<file path="src/rtl/dual_fifo_serial_tx.sv">
// Two-channel transmit concentrator: per-channel show-ahead FIFOs feed a
// round-robin arbiter and a tagged, LSB-first UART-style framer.

module dual_fifo_serial_tx_fifo #(
    parameter int W     = 8,
    parameter int DEPTH = 32
) (
    input  logic         clk,
    input  logic         rst_n,
    input  logic         wr_en,
    input  logic [W-1:0] wr_data,
    input  logic         pop,
    output logic [W-1:0] head,
    output logic         empty
);
    localparam int AW = (DEPTH > 1) ? $clog2(DEPTH) : 1;

    logic [W-1:0]  mem [DEPTH];
    logic [AW-1:0] wr_ptr, rd_ptr;
    logic [AW:0]   count;
    logic          full, do_pop, do_wr;

    assign full   = (count == (AW+1)'(DEPTH));
    assign empty  = (count == '0);
    assign do_pop = pop && !empty;
    // A pop on the same edge frees a slot, so a full FIFO still accepts the write.
    assign do_wr  = wr_en && (!full || do_pop);
    assign head   = mem[rd_ptr];

    always_ff @(posedge clk or negedge rst_n) begin
        if (!rst_n) begin
            wr_ptr <= '0;
            rd_ptr <= '0;
            count  <= '0;
        end else begin
            if (do_wr)  wr_ptr <= wr_ptr + 1'b1;
            if (do_pop) rd_ptr <= rd_ptr + 1'b1;
            count <= count + (AW+1)'(do_wr) - (AW+1)'(do_pop);
        end
    end

    always_ff @(posedge clk) begin
        if (do_wr) mem[wr_ptr] <= wr_data;
    end
endmodule

module dual_fifo_serial_tx #(
    parameter int BUFF_SIZE    = 8,
    parameter int FIFO_DEPTH   = 32,
    parameter int CLKS_PER_BIT = 4
) (
    input  logic                 clk,
    input  logic                 rst_n,
    input  logic                 start,
    input  logic                 wr_en_fifo_1,
    input  logic [BUFF_SIZE-1:0] data_in_fifo_1,
    input  logic                 wr_en_fifo_2,
    input  logic [BUFF_SIZE-1:0] data_in_fifo_2,
    output logic                 tx
);
    localparam int NUM_CH = 2;
    localparam int CW     = (CLKS_PER_BIT > 1) ? $clog2(CLKS_PER_BIT) : 1;
    localparam int BW     = $clog2(BUFF_SIZE + 1);

    typedef enum logic [2:0] {IDLE, START, TAG, DATA, STOP} state_t;

    logic [NUM_CH-1:0]                wr_en, pop, empty;
    logic [NUM_CH-1:0][BUFF_SIZE-1:0] wr_data, head;

    state_t               state, state_d;
    logic [CW-1:0]        baud_cnt, baud_d;
    logic [BW-1:0]        bit_cnt, bit_d;
    logic [BUFF_SIZE-1:0] shift_q, shift_d;
    logic                 tag_q, tag_d, last_q, last_d, tx_d, run;
    logic                 sel, baud_end;

    assign wr_en      = {wr_en_fifo_2, wr_en_fifo_1};
    assign wr_data[0] = data_in_fifo_1;
    assign wr_data[1] = data_in_fifo_2;

    for (genvar g = 0; g < NUM_CH; g++) begin : g_ch
        dual_fifo_serial_tx_fifo #(.W(BUFF_SIZE), .DEPTH(FIFO_DEPTH)) u_fifo (
            .clk     (clk),
            .rst_n   (rst_n),
            .wr_en   (wr_en[g]),
            .wr_data (wr_data[g]),
            .pop     (pop[g]),
            .head    (head[g]),
            .empty   (empty[g])
        );
    end

    // Both pending: alternate away from last; otherwise take whichever has data.
    assign sel      = (!empty[0] && !empty[1]) ? ~last_q : empty[0];
    assign baud_end = (baud_cnt == CW'(CLKS_PER_BIT - 1));

    always_comb begin
        state_d = state;
        baud_d  = baud_cnt;
        bit_d   = bit_cnt;
        shift_d = shift_q;
        tag_d   = tag_q;
        last_d  = last_q;
        pop     = '0;
        case (state)
            IDLE: begin
                if (run && !(&empty)) begin
                    pop[sel] = 1'b1;
                    shift_d  = head[sel];
                    tag_d    = sel;
                    last_d   = sel;
                    baud_d   = '0;
                    bit_d    = '0;
                    state_d  = START;
                end
            end
            START: begin
                if (baud_end) begin
                    baud_d  = '0;
                    state_d = TAG;
                end else begin
                    baud_d = baud_cnt + 1'b1;
                end
            end
            TAG: begin
                if (baud_end) begin
                    baud_d  = '0;
                    bit_d   = '0;
                    state_d = DATA;
                end else begin
                    baud_d = baud_cnt + 1'b1;
                end
            end
            DATA: begin
                if (baud_end) begin
                    baud_d  = '0;
                    shift_d = shift_q >> 1;
                    if (bit_cnt == BW'(BUFF_SIZE - 1)) begin
                        bit_d   = '0;
                        state_d = STOP;
                    end else begin
                        bit_d = bit_cnt + 1'b1;
                    end
                end else begin
                    baud_d = baud_cnt + 1'b1;
                end
            end
            STOP: begin
                if (baud_end) begin
                    baud_d  = '0;
                    state_d = IDLE;
                end else begin
                    baud_d = baud_cnt + 1'b1;
                end
            end
            default: state_d = IDLE;
        endcase

        // tx is registered from the next state so it changes on the entering edge.
        case (state_d)
            START:   tx_d = 1'b0;
            TAG:     tx_d = tag_d;
            DATA:    tx_d = shift_d[0];
            default: tx_d = 1'b1;
        endcase
    end

    always_ff @(posedge clk or negedge rst_n) begin
        if (!rst_n) begin
            state    <= IDLE;
            baud_cnt <= '0;
            bit_cnt  <= '0;
            shift_q  <= '0;
            tag_q    <= 1'b0;
            last_q   <= 1'b1;
            run      <= 1'b0;
            tx       <= 1'b1;
        end else begin
            state    <= state_d;
            baud_cnt <= baud_d;
            bit_cnt  <= bit_d;
            shift_q  <= shift_d;
            tag_q    <= tag_d;
            last_q   <= last_d;
            run      <= run | start;
            tx       <= tx_d;
        end
    end
endmodule

</file>
<file path="config.mk">
export PLATFORM = sky130hd
export DESIGN_NAME = dual_fifo_serial_tx
export DESIGN_NICKNAME = d
export VERILOG_FILES = /design/src/rtl/dual_fifo_serial_tx.sv
export SDC_FILE = /design/constraint.sdc
export NUM_CORES = 1
export LEC_CHECK = 0
export BUFFER_PORTS_ARGS = -buffer_cell sky130_fd_sc_hd__buf_2
export CAP_MARGIN = 10
export CORE_MARGIN = 2
export CORE_UTILIZATION = 40
export CTS_BUF_LIST = sky130_fd_sc_hd__clkbuf_8
export DETAILED_ROUTE_END_ITERATION = 6
export HOLD_SLACK_MARGIN = 0.06
export PLACE_DENSITY = 0.54
export SKIP_LAST_GASP = 1
export SLEW_MARGIN = 40
export SYNTH_ARGS = -nofsm -noshare
export SYNTH_HDL_FRONTEND = slang
export SYNTH_HIERARCHICAL = 1
export SYNTH_SLANG_ARGS = --single-unit
</file>
<file path="constraint.sdc">
create_clock -name clk -period 3.1 [get_ports clk]
set_clock_uncertainty 0.1 [all_clocks]
set_input_delay 0.465 -clock clk [delete_from_list [all_inputs] [get_ports clk]]
set_output_delay 0.465 -clock clk [all_outputs]
set_load 0.01 [all_outputs]
</file>
# Yosys cells after proc, flatten, opt, wreduce, memory -nomap -nowiden
# Memories as Yosys holds them, arrays and structs flattened.
# Cells that the tools add are included.
[op_classes]
n_eq_ne = 14
n_reduce_logical = 26
bitwise_logic = 2
addsub = 10
magnitude_cmp = 2
n_shift = 0
multipliers = 0
div = 0
n_mux = 32
[ops]
columns = ["op", "n"]
rows = [
  ["$mux W8", 4],
  ["$add A5 B1 Y5 const B", 4],
  ["$mux W3", 6],
  ["$mux W4", 4],
  ["$pmux W8 S2", 1],
  ["$pmux W3 S5", 1],
  ["$add A6 B1 Y6", 2],
  ["$eq A3 B2 Y1 const B", 4],
  ["$eq A6 B6 Y1 const B", 2],
  ["$logic_not A6 Y1", 2],
  ["$pmux W4 S3", 1],
  ["$sub A6 B1 Y6", 2],
  ["$mux W1", 8],
  ["$mux W2", 4],
  ["$logic_and A1 B1 Y1", 7],
  ["$eq A3 B1 Y1 const B", 2],
  ["$ne A2 B2 Y1 const B", 3],
  ["$reduce_and A2 Y1", 3],
  ["$logic_not A1 Y1", 5],
  ["$add A4 B1 Y4 const B", 1],
  ["$eq A4 B3 Y1 const B", 1],
  ["$pmux W2 S2", 1],
  ["$reduce_and A4 Y1", 1],
  ["$reduce_bool A2 Y1", 2],
  ["14 further kinds", 15],
]
[word_totals]
n_memories = 2
inputBits = 21
mem_bits_ro = 0
out_inout_bits = 1
ram_bits = 512
ff_bits = 53
word_cells = 103
latchBits = 0
[mem_list]
columns = ["name", "depth", "width", "read_ports", "rd_ports_with_merged_regs", "wr", "line_no", "rtl"]
rows = [
  ["g_ch[0].u_fifo.mem", 32, 8, 1, 0, 1, "18", "logic [W-1:0] mem [DEPTH];"],
  ["g_ch[1].u_fifo.mem", 32, 8, 1, 0, 1, "18", ""],
]

# Depth between registers and ports, before layout
[depth]
word_depth = 15
depth_mapped = 16
mapped_depth_nobuf = 15

# Modules after synthesis
# The synthesis kept the hierarchy.
[by_module_without_submodules]
columns = ["module", "n_inst", "area_each_um2", "seq_area_each_um2", "cells_per_inst"]
rows = [
  ["dual_fifo_serial_tx_fifo (g_ch[0].u_fifo)", 1, 10826.6, 8087.8, 551],
  ["dual_fifo_serial_tx_fifo (g_ch[1].u_fifo)", 1, 10727.8, 8087.8, 519],
  ["dual_fifo_serial_tx", 1, 1116.1, 528.0, 113],
]

# Worst setup path before layout
# No wires, ideal clock.
[synth_path]
path_kind = "reg2reg"
from = "register g_ch[0].u_fifo.count[4]"
to = "register g_ch[1].u_fifo.count[5]"
setup_slack_ns = -0.197
period_less_slack_ns = 3.297
stages_incl_launch_ff = 15
arrival_time_ns = 3.098
t_required_ns = 2.901
setup_ns = 0.099
n_path_buf = 0
cell_sequence = "dfrtp_1 inv_1 ha_1 nor4bb_1 o21ba_2 nor3b_4 nand2b_1 a41oi_2 nand2_1 nand2_1 ha_1 a21o_1 a21oi_1 o2111a_1 a311oi_1"
[synth_via]
elab_chain_len = 15
elab_cells_between_ends = 19
cone_classes = "add/sub (2); order compare (2); mux (5); reduce/logical (10)"
[synth_lines]
columns = ["item", "line_no", "rtl"]
rows = [
  ["start: declaration", "20", "logic [AW:0] count;"],
  ["start signal: assignment", "38", "count <= count + (AW+1)'(do_wr) - (AW+1)'(do_pop);"],
  ["$logic_not A6 Y1 (*)", "24", "assign empty = (count == '0);"],
  ["named net empty[0]", "67", "logic [NUM_CH-1:0] wr_en, pop, empty;"],
  ["$logic_not A1 Y1", "94", "assign sel = (!empty[0] && !empty[1]) ? ~last_q : empty[0];"],
  ["$logic_and A1 B1 Y1", "94", ""],
  ["$mux W1", "94", ""],
  ["$lt A1 B2 Y1 (implied by the code) / $ge A1 B1 Y1 (equally long branches)", "108", "pop[sel] = 1'b1;"],
  ["$logic_and A1 B1 Y1 (implied by the code)", "108", ""],
  ["$mux W1 (implied by the code)", "108", ""],
  ["$demux W1 S1", "108", ""],
  ["$mux W2 (*)", "107", "if (run && !(&empty)) begin"],
  ["$mux W2 (*)", "105", "case (state)"],
  ["named net pop[1]", "67", ""],
  ["$logic_and A1 B1 Y1 (*)", "25", "assign do_pop = pop && !empty;"],
  ["$logic_or A1 B1 Y1", "27", "assign do_wr = wr_en && (!full || do_pop);"],
  ["$logic_and A1 B1 Y1", "27", ""],
  ["$add A6 B1 Y6", "38", ""],
  ["$sub A6 B1 Y6 (*)", "38", ""],
  ["end signal: assignment", "38", ""],
  ["end: declaration", "20", ""],
]
# The timed path passes the listed nets; every way through them passes the cells marked *.
# A chain may end at the register's enable or synchronous reset.

# Worst setup path after layout
[layout_path]
from = "register g_ch[0].u_fifo.count[2]"
to = "register g_ch[0].u_fifo.count[4]"
[layout_via]
elab_chain_len = 15
elab_cells_between_ends = 21
cone_classes = "add/sub (2); order compare (2); eq/ne (1); mux (5); reduce/logical (11)"
[layout_lines]
columns = ["item", "line_no"]
rows = [
  ["$logic_not A6 Y1 (*)", "24"],
  ["named net empty[0]", "67"],
  ["$logic_not A1 Y1", "25, 94"],
  ["$logic_and A1 B1 Y1", "94"],
  ["$mux W1", "94"],
  ["$lt A1 B2 Y1 (implied by the code) / $ge A1 B1 Y1 (equally long branches)", "108"],
  ["$logic_and A1 B1 Y1 (implied by the code)", "108"],
  ["$mux W1 (implied by the code)", "108"],
  ["$demux W1 S1", "108"],
  ["$mux W2", "107"],
  ["$mux W2", "105"],
  ["$logic_and A1 B1 Y1 (*)", "25"],
  ["$logic_or A1 B1 Y1", "27"],
  ["$logic_and A1 B1 Y1", "27"],
  ["$add A6 B1 Y6", "38"],
  ["$sub A6 B1 Y6 (*)", "38"],
]
# Marked as above.

==> metrics.md <==
| Metric | Value |
|---|---|
| Status | `finished, final reports clean` |
| Hold EP | `g_ch[0].u_fifo/count[1]$_DFF_PN0_` |
| CP Capture Type | `flip-flop` |
| Main synth FF type | `edfxtp_1` |
| Layout Area Growth over Synthesis | `16.27%` |
| Setup crit start kind | `flip-flop` |
| DR pass1 iterations | `6` |
| Slowest CP cell | `dfrtp_1` |
| Critical path type | `flip-flop to flip-flop` |
| Total power | `21.98 mW` |
| CP Cell Sequence | `inv_2, ha_4, nor4bb_4, buf_4, o21bai_2, nor2_2, nand2b_1, a41oi_2, nand2_1, nand2_1, ha_2, fa_2, a21oi_1, nor2_1, nor2_1, xnor2_1` |
| Vias in the first global route | `12350` |
| Required @ worst endpoint | `3.58 ns` |
| Post-synth top area share | `0.6782` |
| CTS tree | `done` |
| Die Area | `0.05860 sq mm` |
| Slew margin rel. | `0.4972` |
| Clk_lat worst skew | `0.69 ns` |
| RR Startpoint | `g_ch[0].u_fifo/count[2]$_DFF_PN0_` |
| Die width | `242.1 um` |
| Core ar. | `0.05617 sq mm` |
| Via/cell ratio | `5.277` |
| Final #Nets | `1428` |
| Syn Nets | `1234` |
| DP Wirelength | `32.46 mm` |
| Via count | `11670` |
| Tcrit/Tclk final | `0.9542` |
| Arrival time of the worst setup path | `3.44 ns` |
| Antenna violations before repair | `1` |
| Routed WL per cell | `23.07 um` |
| P per Cell Area | `833.7 mW/mm^2` |
| Synth Instances | `1183` |
| Leading area contributor after synthesis | `edfxtp_1` |
| Initial core utilization | `0.4036` |
| Overall routing resource usage | `0.1775` |
| TritonCTS Buffers | `94` |
| Max-cap viol count | `0` |
| Worst Min Path Start | `wr_en_fifo_1` |
| Largest net degree at the start of global routing | `33` |
| Worst Reg-to-Reg Cells | `16` |
| Ys Warns | `6` |
| Die Ht | `242.1 um` |
| Core Rows | `87` |
| Most frequent cells in the layout | `edfxtp_1, buf_4, mux4_2` |
| Clk sinks | `565` |
| Critical path's largest stage delay | `0.40 ns` |
| Worst Path Max Fanout | `4` |
| Synthesized area per cell | `19.16 sq um` |
| Cell area after synthesis | `0.02267 sq mm` |
| Finish-stage setup viols | `0` |
| Post-route ant nets | `0` |
| Hold Slack | `0.1620 ns` |
| First-pass GRT wire length | `77.83 mm` |
| Flops & latches, synth | `565` |
| Unrepaired setup endpoints after global routing | `yes` |
| Final min period | `2.958 ns` |
| Leakage | `8.959 nW` |
| Worst path depth | `16` |
| Worst-path clk slew | `0.06 ns` |
| Sequential-to-total area share from yosys stat | `0.7368` |
| Most common cell after layout, fill and taps aside | `edfxtp_1` |
| Hold path cells | `4` |
| Root Driver | `clkbuf_8` |
| Critical R2R Capture | `g_ch[0].u_fifo/count[4]$_DFF_PN0_` |
| Max Slew Vio Count | `0` |
| DRC | `0` |
| PortBufs | `21` |
| CP top delay family | `simple AND/OR/NAND/NOR gates` |
| Worst Tran Pin Value | `0.7472 ns` |
| CP Buf/Inv Count | `2` |
| Gpl congestion | `0.8043` |
| Post-synth EDFFs | `512` |
| Peak supply drop | `0.5473 mV` |
| Fmax | `338.1 MHz` |
| Worst hold path type | `input port to flip-flop` |
| Post-synth cell types | `65` |
| Total Routed Length | `51.02 mm` |
| Synth top area cells | `edfxtp_1, mux4_2, dfrtp_1` |
| Initial DRC count | `978` |
| Congestion Overflow GR | `0` |
| Hold Vio Cnt, Final | `0` |
| Clock buffer depth | `3` |
| H-Tree Depth | `3` |
| Worst reg-to-reg setup slack | `0.14 ns` |
| Async set or reset register ratio after synthesis | `0.09381` |
| Fraction of layout cells with a size suffix above 1 | `0.3019` |
| # IOs | `22` |
[through the flow]
| step | util | setup slack, ns | instance area (sq um) | instances | setup TNS, ns |
|---|---|---|---|---|---|
| finish | 0.4693 | 0.1420 | 26360 | 2211 | 0 |
| global route | 0.4693 | -0.04575 | 26360 | 2211 | -0.1139 |
| CTS | 0.4670 | 0.000009548 | 26230 | 2206 | 0 |
| detailed placement | 0.4348 | -0.04830 | 24420 | 2031 | -3.605 |
| global placement | 0.4347 | -0.009737 | 24410 | 2031 | -0.1114 |
| floorplan | - | 0.01006 | 22700 | 1183 | 0 |
[routing by layer]
| metal | routed length (um) | vias to the layer above | GRT usage |
|---|---|---|---|
| met5 | 0 | - | 0 |
| met4 | 1099 | 0 | 0.05646 |
| met3 | 2303 | 69 | 0.03357 |
| met2 | 25020 | 257 | 0.2886 |
| met1 | 22600 | 6107 | 0.2432 |
| li1 | - | 5235 | - |
[repair_timing]
item / CTS / global route
hold endpoints to repair: 21 / 0
endpoints found under the setup margin: 242 / 500
pin swaps: 0 / 13
resized for setup: 4 / 27
buffers inserted: 0 / 4
hold buffers: 2 / 0
[cells in the mapped netlist, types with 6 or more instances]
| cell | instances |
|---|---|
| mux4_2 | 104 |
| buf_2 | 17 |
| or3b_2 | 6 |
| a22oi_1 | 10 |
| o221ai_1 | 8 |
| o22ai_1 | 41 |
| ha_1 | 28 |
| nand2_1 | 34 |
| nand3_1 | 8 |
| nor4_2 | 6 |
| a222oi_1 | 7 |
| nand3b_1 | 11 |
| nand4_1 | 8 |
| nor2_1 | 86 |
| o21ai_0 | 16 |
| inv_1 | 30 |
| clkbuf_1 | 17 |
| mux2i_1 | 33 |
| dfrtp_1 | 51 |
| a211oi_1 | 17 |
| edfxtp_1 | 512 |
| a21oi_1 | 19 |
| a22o_1 | 7 |
| buf_6 | 10 |
| mux4_1 | 8 |
| xnor2_1 | 18 |
[state kept, by name, summed over array words and instances (netlist names)]
signal,count
tag_q,1
g_ch.u_fifo/rd_ptr,10
tx,1
g_ch.u_fifo/mem,512
last_q,1
bit_cnt,4
shift_q,8
baud_cnt,2
g_ch.u_fifo/count,12
run,1
state,3
g_ch.u_fifo/wr_ptr,10
[power by group]
group	switching [mW]	leakage, nW	internal [mW]
clock	3.03	1.02	3.19
combinational	3.24	2.68	2.91
sequential	0.540	5.26	9.07
total	6.81	8.96	15.2
[area by class of cell]
cell class	instances	area, sq um
Fill cell	4861	29810
Sequential cell	565	16710
Antenna cell	1	2.502
Clock buffer	100	1376
Inverter	30	112.6
Multi-Input combinational cell	533	5617
Tap cell	756	945.9
Clock inverter	73	402.9
Timing Repair Buffer	153	1189
[cells by family (layout without fill, tap and decap cells)]
kind of cell    count (synthesis)  in the layout  share of synthesized area
compound gates                145            145                    0.04531
simple gates                  191            191                    0.04343
xor+xnor                       22             22                   0.008499
buf+inv                        85            356                    0.02158
flops                         565            565                     0.7368
mux                           145            145                     0.1272
other cells                     0              1                          0
fa+ha+maj                      30             30                    0.01722
[worst reg2reg max path, delay by kind of cell, from the launching register on]
family / cells / cell delay, ns
buffers and inverters: 2 / 0.27
flip-flops: 1 / 0.40
AND/OR/NAND/NOR: 7 / 0.85
adder cells (fa/ha/maj): 3 / 0.71
XOR/XNOR: 1 / 0.14
AO/OA/AOI/OAI: 3 / 0.41
[worst max path at each step]
stage	startpoint	to	slack, ns
4_1_cts	g_ch[0].u_fifo/count[2]$_DFF_PN0_	g_ch[1].u_fifo/count[5]$_DFF_PN0_	0.00001
3_5_place_dp	g_ch[0].u_fifo/count[2]$_DFF_PN0_	g_ch[1].u_fifo/mem[8][1]$_DFFE_PP_	-0.05
5_1_grt	g_ch[1].u_fifo/count[4]$_DFF_PN0_	g_ch[0].u_fifo/count[5]$_DFF_PN0_	-0.05
6_report	g_ch[0].u_fifo/count[2]$_DFF_PN0_	g_ch[0].u_fifo/count[4]$_DFF_PN0_	0.14
3_3_place_gp	g_ch[0].u_fifo/count[4]$_DFF_PN0_	g_ch[1].u_fifo/mem[0][0]$_DFFE_PP_	-0.01
2_1_floorplan	g_ch[0].u_fifo/count[4]$_DFF_PN0_	g_ch[1].u_fifo/count[5]$_DFF_PN0_	0.01
Note: power is estimated with default switching activity, not from simulation.
